--- config.mk ---
export PLATFORM = sky130hd
export DESIGN_NAME = logic_gate_unit
export DESIGN_NICKNAME = d
export VERILOG_FILES = /design/src/rtl/logic_gate_pkg.sv /design/src/rtl/lgu_fifo.sv /design/src/rtl/logic_gate_unit.sv
export SDC_FILE = /design/constraint.sdc
export NUM_CORES = 1
export LEC_CHECK = 0
export CORE_UTILIZATION = 57
export CTS_CLUSTER_SIZE = 25
export DETAILED_ROUTE_END_ITERATION = 8
export GPL_ROUTABILITY_DRIVEN = 0
export HOLD_SLACK_MARGIN = 0.05
export PLACE_DENSITY = 0.86
export SLEW_MARGIN = 20
export SYNTH_ARGS = -nofsm -noshare
export SYNTH_HDL_FRONTEND = slang
export SYNTH_SLANG_ARGS = --single-unit
--- constraint.sdc ---
create_clock -name clk -period 5.2 [get_ports clk]
set_input_delay 1.04 -clock clk [delete_from_list [all_inputs] [get_ports clk]]
set_output_delay 1.04 -clock clk [all_outputs]
set_load 0.05 [all_outputs]
--- src/rtl/logic_gate_pkg.sv ---
`default_nettype none
// ============================================================================
//  Module      : logic_gate_pkg
//  Description : Shared definitions for the logic gate unit: op encodings,
//                statistics counter width and the per-bit gate function.
//  Revision    : 1.0 - initial release
// ============================================================================
package logic_gate_pkg;

    // Function-select encodings carried on op / op_out
    localparam logic [2:0] OP_AND  = 3'd0;
    localparam logic [2:0] OP_OR   = 3'd1;
    localparam logic [2:0] OP_NAND = 3'd2;
    localparam logic [2:0] OP_NOR  = 3'd3;
    localparam logic [2:0] OP_XOR  = 3'd4;
    localparam logic [2:0] OP_XNOR = 3'd5;
    localparam logic [2:0] OP_NOT  = 3'd6;
    localparam logic [2:0] OP_BUF  = 3'd7;

    // Width of the optional accepted-beat counter
    localparam int STATS_W = 16;

    // One result bit from one bit of each operand. The unit applies this
    // across every bit position, so the WIDTH-bit result is bitwise by
    // construction and the package stays independent of WIDTH.
    function automatic logic lgu_gate_bit(input logic a, input logic b,
                                          input logic [2:0] op);
        logic r;
        case (op)
            OP_AND:  r = a & b;
            OP_OR:   r = a | b;
            OP_NAND: r = ~(a & b);
            OP_NOR:  r = ~(a | b);
            OP_XOR:  r = a ^ b;
            OP_XNOR: r = ~(a ^ b);
            OP_NOT:  r = ~a;
            default: r = a;          // OP_BUF
        endcase
        return r;
    endfunction

endpackage
`default_nettype wire

--- src/rtl/lgu_fifo.sv ---
`default_nettype none
// ============================================================================
//  Module      : lgu_fifo
//  Description : Generic synchronous FIFO, DEPTH x DATA_W, with occupancy
//                count and full/empty flags. Storage is cleared on reset so
//                the head read port shows zero until the first write.
//  Revision    : 1.0 - initial release
// ============================================================================
module lgu_fifo #(
    parameter int DATA_W = 14,
    parameter int DEPTH  = 2,
    parameter int PTR_W  = $clog2(DEPTH),
    parameter int CNT_W  = $clog2(DEPTH) + 1
) (
    input  logic              clk,
    input  logic              rst,
    input  logic              wr_en,
    input  logic [DATA_W-1:0] wr_data,
    input  logic              rd_en,
    output logic [DATA_W-1:0] rd_data,
    output logic [CNT_W-1:0]  count,
    output logic              full,
    output logic              empty
);

    localparam logic [CNT_W-1:0] c_depth = CNT_W'(DEPTH);

    logic [DATA_W-1:0] r_mem [DEPTH];
    logic [PTR_W-1:0]  r_wr_ptr;
    logic [PTR_W-1:0]  r_rd_ptr;
    logic [CNT_W-1:0]  r_count;
    logic              w_push;
    logic              w_pop;

    assign full    = (r_count == c_depth);
    assign empty   = (r_count == '0);
    assign count   = r_count;
    assign w_push  = wr_en && !full;
    assign w_pop   = rd_en && !empty;
    assign rd_data = r_mem[r_rd_ptr];

    // Storage write at the tail; entries cleared on reset
    always_ff @(posedge clk) begin
        if (rst) begin
            for (int i = 0; i < DEPTH; i++) begin
                r_mem[i] <= '0;
            end
        end else if (w_push) begin
            r_mem[r_wr_ptr] <= wr_data;
        end
    end

    // Pointers (natural power-of-two wrap) and occupancy count
    always_ff @(posedge clk) begin
        if (rst) begin
            r_wr_ptr <= '0;
            r_rd_ptr <= '0;
            r_count  <= '0;
        end else begin
            if (w_push) begin
                r_wr_ptr <= r_wr_ptr + 1'b1;
            end
            if (w_pop) begin
                r_rd_ptr <= r_rd_ptr + 1'b1;
            end
            if (w_push && !w_pop) begin
                r_count <= r_count + 1'b1;
            end else if (w_pop && !w_push) begin
                r_count <= r_count - 1'b1;
            end
        end
    end

endmodule
`default_nettype wire

--- src/rtl/logic_gate_unit.sv ---
`default_nettype none
// ============================================================================
//  Module      : logic_gate_unit
//  Description : Registered bitwise logic unit. Computes one of eight gate
//                functions on WIDTH-bit operands plus AND/OR/XOR reductions,
//                and queues results behind a valid/ready handshake.
//                Optional macro LGU_STATS_EN adds a saturating 16-bit
//                accepted-beat counter on port accept_cnt.
//  Revision    : 1.0 - initial release
// ============================================================================
module logic_gate_unit
    import logic_gate_pkg::*;
#(
    parameter int WIDTH = 8,
    parameter int DEPTH = 2
) (
    input  logic             clk,
    input  logic             rst,
    input  logic             in_valid,
    output logic             in_ready,
    input  logic [WIDTH-1:0] a,
    input  logic [WIDTH-1:0] b,
    input  logic [2:0]       op,
    output logic             out_valid,
    input  logic             out_ready,
    output logic [WIDTH-1:0] y,
    output logic             red_and,
    output logic             red_or,
    output logic             red_xor,
    output logic [2:0]       op_out
`ifdef LGU_STATS_EN
    ,
    output logic [STATS_W-1:0] accept_cnt
`endif
);

    localparam int             c_entry_w = WIDTH + 6;
    localparam int             c_cnt_w   = $clog2(DEPTH) + 1;
    localparam logic [c_cnt_w-1:0] c_depth = c_cnt_w'(DEPTH);

    logic [WIDTH-1:0]     w_res;
    logic [c_entry_w-1:0] w_wr_entry;
    logic [c_entry_w-1:0] w_rd_entry;
    logic [c_cnt_w-1:0]   w_count;
    logic                 w_full;
    logic                 w_empty;
    logic                 w_push;
    logic                 w_pop;

    // Gate function applied at every bit position
    generate
        for (genvar gi = 0; gi < WIDTH; gi++) begin : g_bit
            assign w_res[gi] = lgu_gate_bit(a[gi], b[gi], op);
        end
    endgenerate

    // Handshake flags come from the registered count only, so in_ready has
    // no combinational path from out_ready.
    assign in_ready  = (w_count != c_depth);
    assign out_valid = (w_count != '0);
    assign w_push    = in_valid && !w_full;
    assign w_pop     = out_ready && !w_empty;

    // Entry layout: {op, red_xor, red_or, red_and, y}
    assign w_wr_entry = {op, ^w_res, |w_res, &w_res, w_res};

    lgu_fifo #(
        .DATA_W (c_entry_w),
        .DEPTH  (DEPTH)
    ) u_fifo (
        .clk     (clk),
        .rst     (rst),
        .wr_en   (w_push),
        .wr_data (w_wr_entry),
        .rd_en   (w_pop),
        .rd_data (w_rd_entry),
        .count   (w_count),
        .full    (w_full),
        .empty   (w_empty)
    );

    assign y       = w_rd_entry[WIDTH-1:0];
    assign red_and = w_rd_entry[WIDTH];
    assign red_or  = w_rd_entry[WIDTH+1];
    assign red_xor = w_rd_entry[WIDTH+2];
    assign op_out  = w_rd_entry[WIDTH+5:WIDTH+3];

`ifdef LGU_STATS_EN
    logic [STATS_W-1:0] r_accept_cnt;

    // Saturating count of accepted beats, stepping on the push edge
    always_ff @(posedge clk) begin
        if (rst) begin
            r_accept_cnt <= '0;
        end else if (w_push && (r_accept_cnt != '1)) begin
            r_accept_cnt <= r_accept_cnt + 1'b1;
        end
    end

    assign accept_cnt = r_accept_cnt;
`endif

endmodule
`default_nettype wire

==> flow_summary.json <==
{
  "status": "finished clean",
  "crit-reg2reg-launch": "u_fifo.count[0]$_SDFFE_PP0P_",
  "cp.required_ns": 5.20,
  "period_share_pct": 72.2,
  "cts_resized": 0,
  "critPathMostFrequentCell": "xnor2_1",
  "areaGrowthSynthToFinish_pct": 22.1,
  "yosys.area.top_type_share_pct": 37.3,
  "drv_slew": 0,
  "synth_ff_type": "edfxtp_1",
  "cts_setup_buffers": 0,
  "syn_inst": 229,
  "worst_slew_pin_slew_ns": 0.807,
  "ir_drop_mv": 0.172,
  "maxCapViolations": 0,
  "dieArea_um2": 4210,
  "nets": 311,
  "setup_tns_ns": 0,
  "cp.arrival_ns": 3.76,
  "crit_chain": "clkdlybuf4s50_1 > clkinv_1 > xnor2_1 > mux2i_1 > ha_1 > xnor2_1 > xnor2_1 > nor2_1",
  "critical_path.max_stage_delay_ns": 0.98,
  "antennaDiodeCount": 0,
  "clock-sinks": 33,
  "setup_ws_ns": 1.44,
  "synth.cell_area_um2": 2250,
  "yosysWarnings": 0,
  "grt_pass1_vias": 1628,
  "placementRows": 22,
  "clk_pin_slew_worst_paths_ns": 0.06,
  "max-slew-margin-rel_pct": 46.0,
  "antenna_found_initial": 0,
  "p_per_area_nw_per_um2": 405,
  "critPathLaunchType": "primary input",
  "grt_usage_pct": 22.1,
  "drc": 0,
  "final_antenna_net_count": 0,
  "wl_per_cell_um": 12.9,
  "vias": 1632,
  "routed_wl_um": 4050,
  "syn_area_per_cell_um2": 9.83,
  "finalSetupViolations": 0,
  "pin_count": 39,
  "dp_hpwl_um": 3100,
  "synth_largest_area_cell": "edfxtp_1",
  "port_buffers": 38,
  "ys_ff_latch": 33,
  "die_x_um": 64.9,
  "cts_tree": "done",
  "syn_nets": 276,
  "grt_pass1_wl_um": 7130,
  "via_per_inst": 5.21,
  "end_kind": "flip-flop",
  "die_height_um": 64.9,
  "crit_path_max_fanout": 25,
  "drt_iter0_markers": 92,
  "critPathSlowestCell": "clkdlybuf4s50_1",
  "cp-startpoint": "op[0]",
  "grt_max_degree": 26,
  "layout-drive-gt1-share_pct": 9.06,
  "final_common_cell": "nor2_1",
  "grt_overflow_total": 0,
  "post-place-ws_ns": 1.22,
  "synth_area_leaders": "edfxtp_1 37%, ha_1 13%, mux2_2 7.0%",
  "rsz0062_at_grt": "no",
  "crit_type": "in -> reg",
  "fmax_ghz": 0.266,
  "p_total_mw": 1.11,
  "synth.yosys.seq_area_share_pct": 41.8,
  "synthArstFlopShare_pct": 0,
  "cts_htree_levels": 2,
  "p_leak_nw": 1.21,
  "firstDrtPassIters": 4,
  "root_buffer": "clkbuf_8",
  "final_cell_mix": "39 x nor2_1, 38 x clkdlybuf4s50_1, 28 x edfxtp_1",
  "cts_inserted_buffers": 5,
  "finalHoldViolations": 0,
  "fin_crit_ns": 3.76,
  "min-delay-start": "u_fifo.count[1]$_SDFFE_PP0P_",
  "synth_edf_count": 28,
  "cts_hold_buf": 0,
  "cts_buffer_depth": 2,
  "initial_core_util_pct": 60.6,
  "coreArea_um2": 3720,
  "clk_latency_ns": 0.28,
  "synth_cell_types": 32,
  "holdCritPathClass": "reg -> reg",
  "fin_skew_ns": 0.00462
}
sequential cells by signal (all words and copies together) (netlist names), named ones only:
register,flops
u_fifo.count,2
u_fifo.r_wr_ptr,1
u_fifo.r_rd_ptr,1
u_fifo.r_mem,28
cells by family (layout without fill, tap and decap cells):
logic type | after synthesis | in the layout | synth area share (%)
flops | 33 | 33 | 41.8
buf+inv | 39 | 75 | 7.17
mux | 21 | 21 | 10.1
simple gates | 65 | 65 | 12.6
xor+xnor | 22 | 22 | 8.56
compound gates | 25 | 25 | 6.50
fa+ha+maj | 24 | 24 | 13.3
report_power, final:
part	total, mW	internal, mW	leakage (nW)	switching, mW
Combinational	0.510	0.203	0.821	0.308
Clock	0.228	0.141	0.0528	0.0865
Sequential	0.375	0.343	0.338	0.0316
Total	1.11	0.687	1.21	0.426
cell type report:
cell class,instances,area [µm²]
Clock buffer,6,72.6
Multi-Input combinational cell,157,1150
Tap cell,48,60.1
Timing Repair Buffer,39,388
Inverter,28,105
Clock inverter,2,33.8
Sequential cell,33,941
Fill cell,284,966
critical path, delay by kind of cell:
family	cells	cell delay, ns
and+or+nand+nor	1	0.08
adders and majority gates	1	0.32
xor gates and xnor gates	3	0.57
muxes	1	0.34
buffers and inverters	2	1.40
metal layers:
layer  GRT usage [%]  routed length (µm)
met5               0                   0
met4            6.39                  34
met3            3.35                 130
met2            39.6                2080
met1            27.2                1800
stage by stage:
| stage | instance area (µm²) | utilization, % | std cells | hold WS [ns] |
|---|---|---|---|---|
| 2_1_floorplan | 2250 | - | 229 | 0.467 |
| 3_3_place_gp | 2640 | 71.1 | 305 | 0.480 |
| 3_5_place_dp | 2640 | 71.1 | 305 | 0.495 |
| 4_1_cts | 2750 | 74.0 | 313 | 0.503 |
| 5_1_grt | 2750 | 74.0 | 313 | 0.540 |
| 6_report | 2750 | 74.0 | 313 | 0.502 |
final timing paths:
check | end | slack (ns) | depth (start not counted)
worst max-delay path | u_fifo.r_mem[0][10]$_SDFFCE_PN0P_ | 1.44 | 8
worst min-delay path | u_fifo.count[1]$_SDFFE_PP0P_ | 0.50 | 2
worst max register to register | u_fifo.r_mem[1][3]$_SDFFCE_PN0P_ | 3.08 | 5
worst min register to register | u_fifo.count[1]$_SDFFE_PP0P_ | 0.50 | 2
synthesized netlist by cell type, types with 2 or more instances:
cell type and number:
nor2_1 39, edfxtp_1 28, ha_1 24, inv_1 24, xnor2_1 16, mux2_2 14
a21oi_1 11, nand2_1 11, mux2i_1 7, o21ai_0 6, xor2_1 6, buf_2 5
dfxtp_1 5, nand2b_1 5, clkbuf_1 4, a22o_1 2, clkinv_1 2, inv_2 2
nor2b_1 2, o21bai_1 2, o22ai_1 2, or3_1 2
No activity file was read; power rests on OpenSTA's default activity.
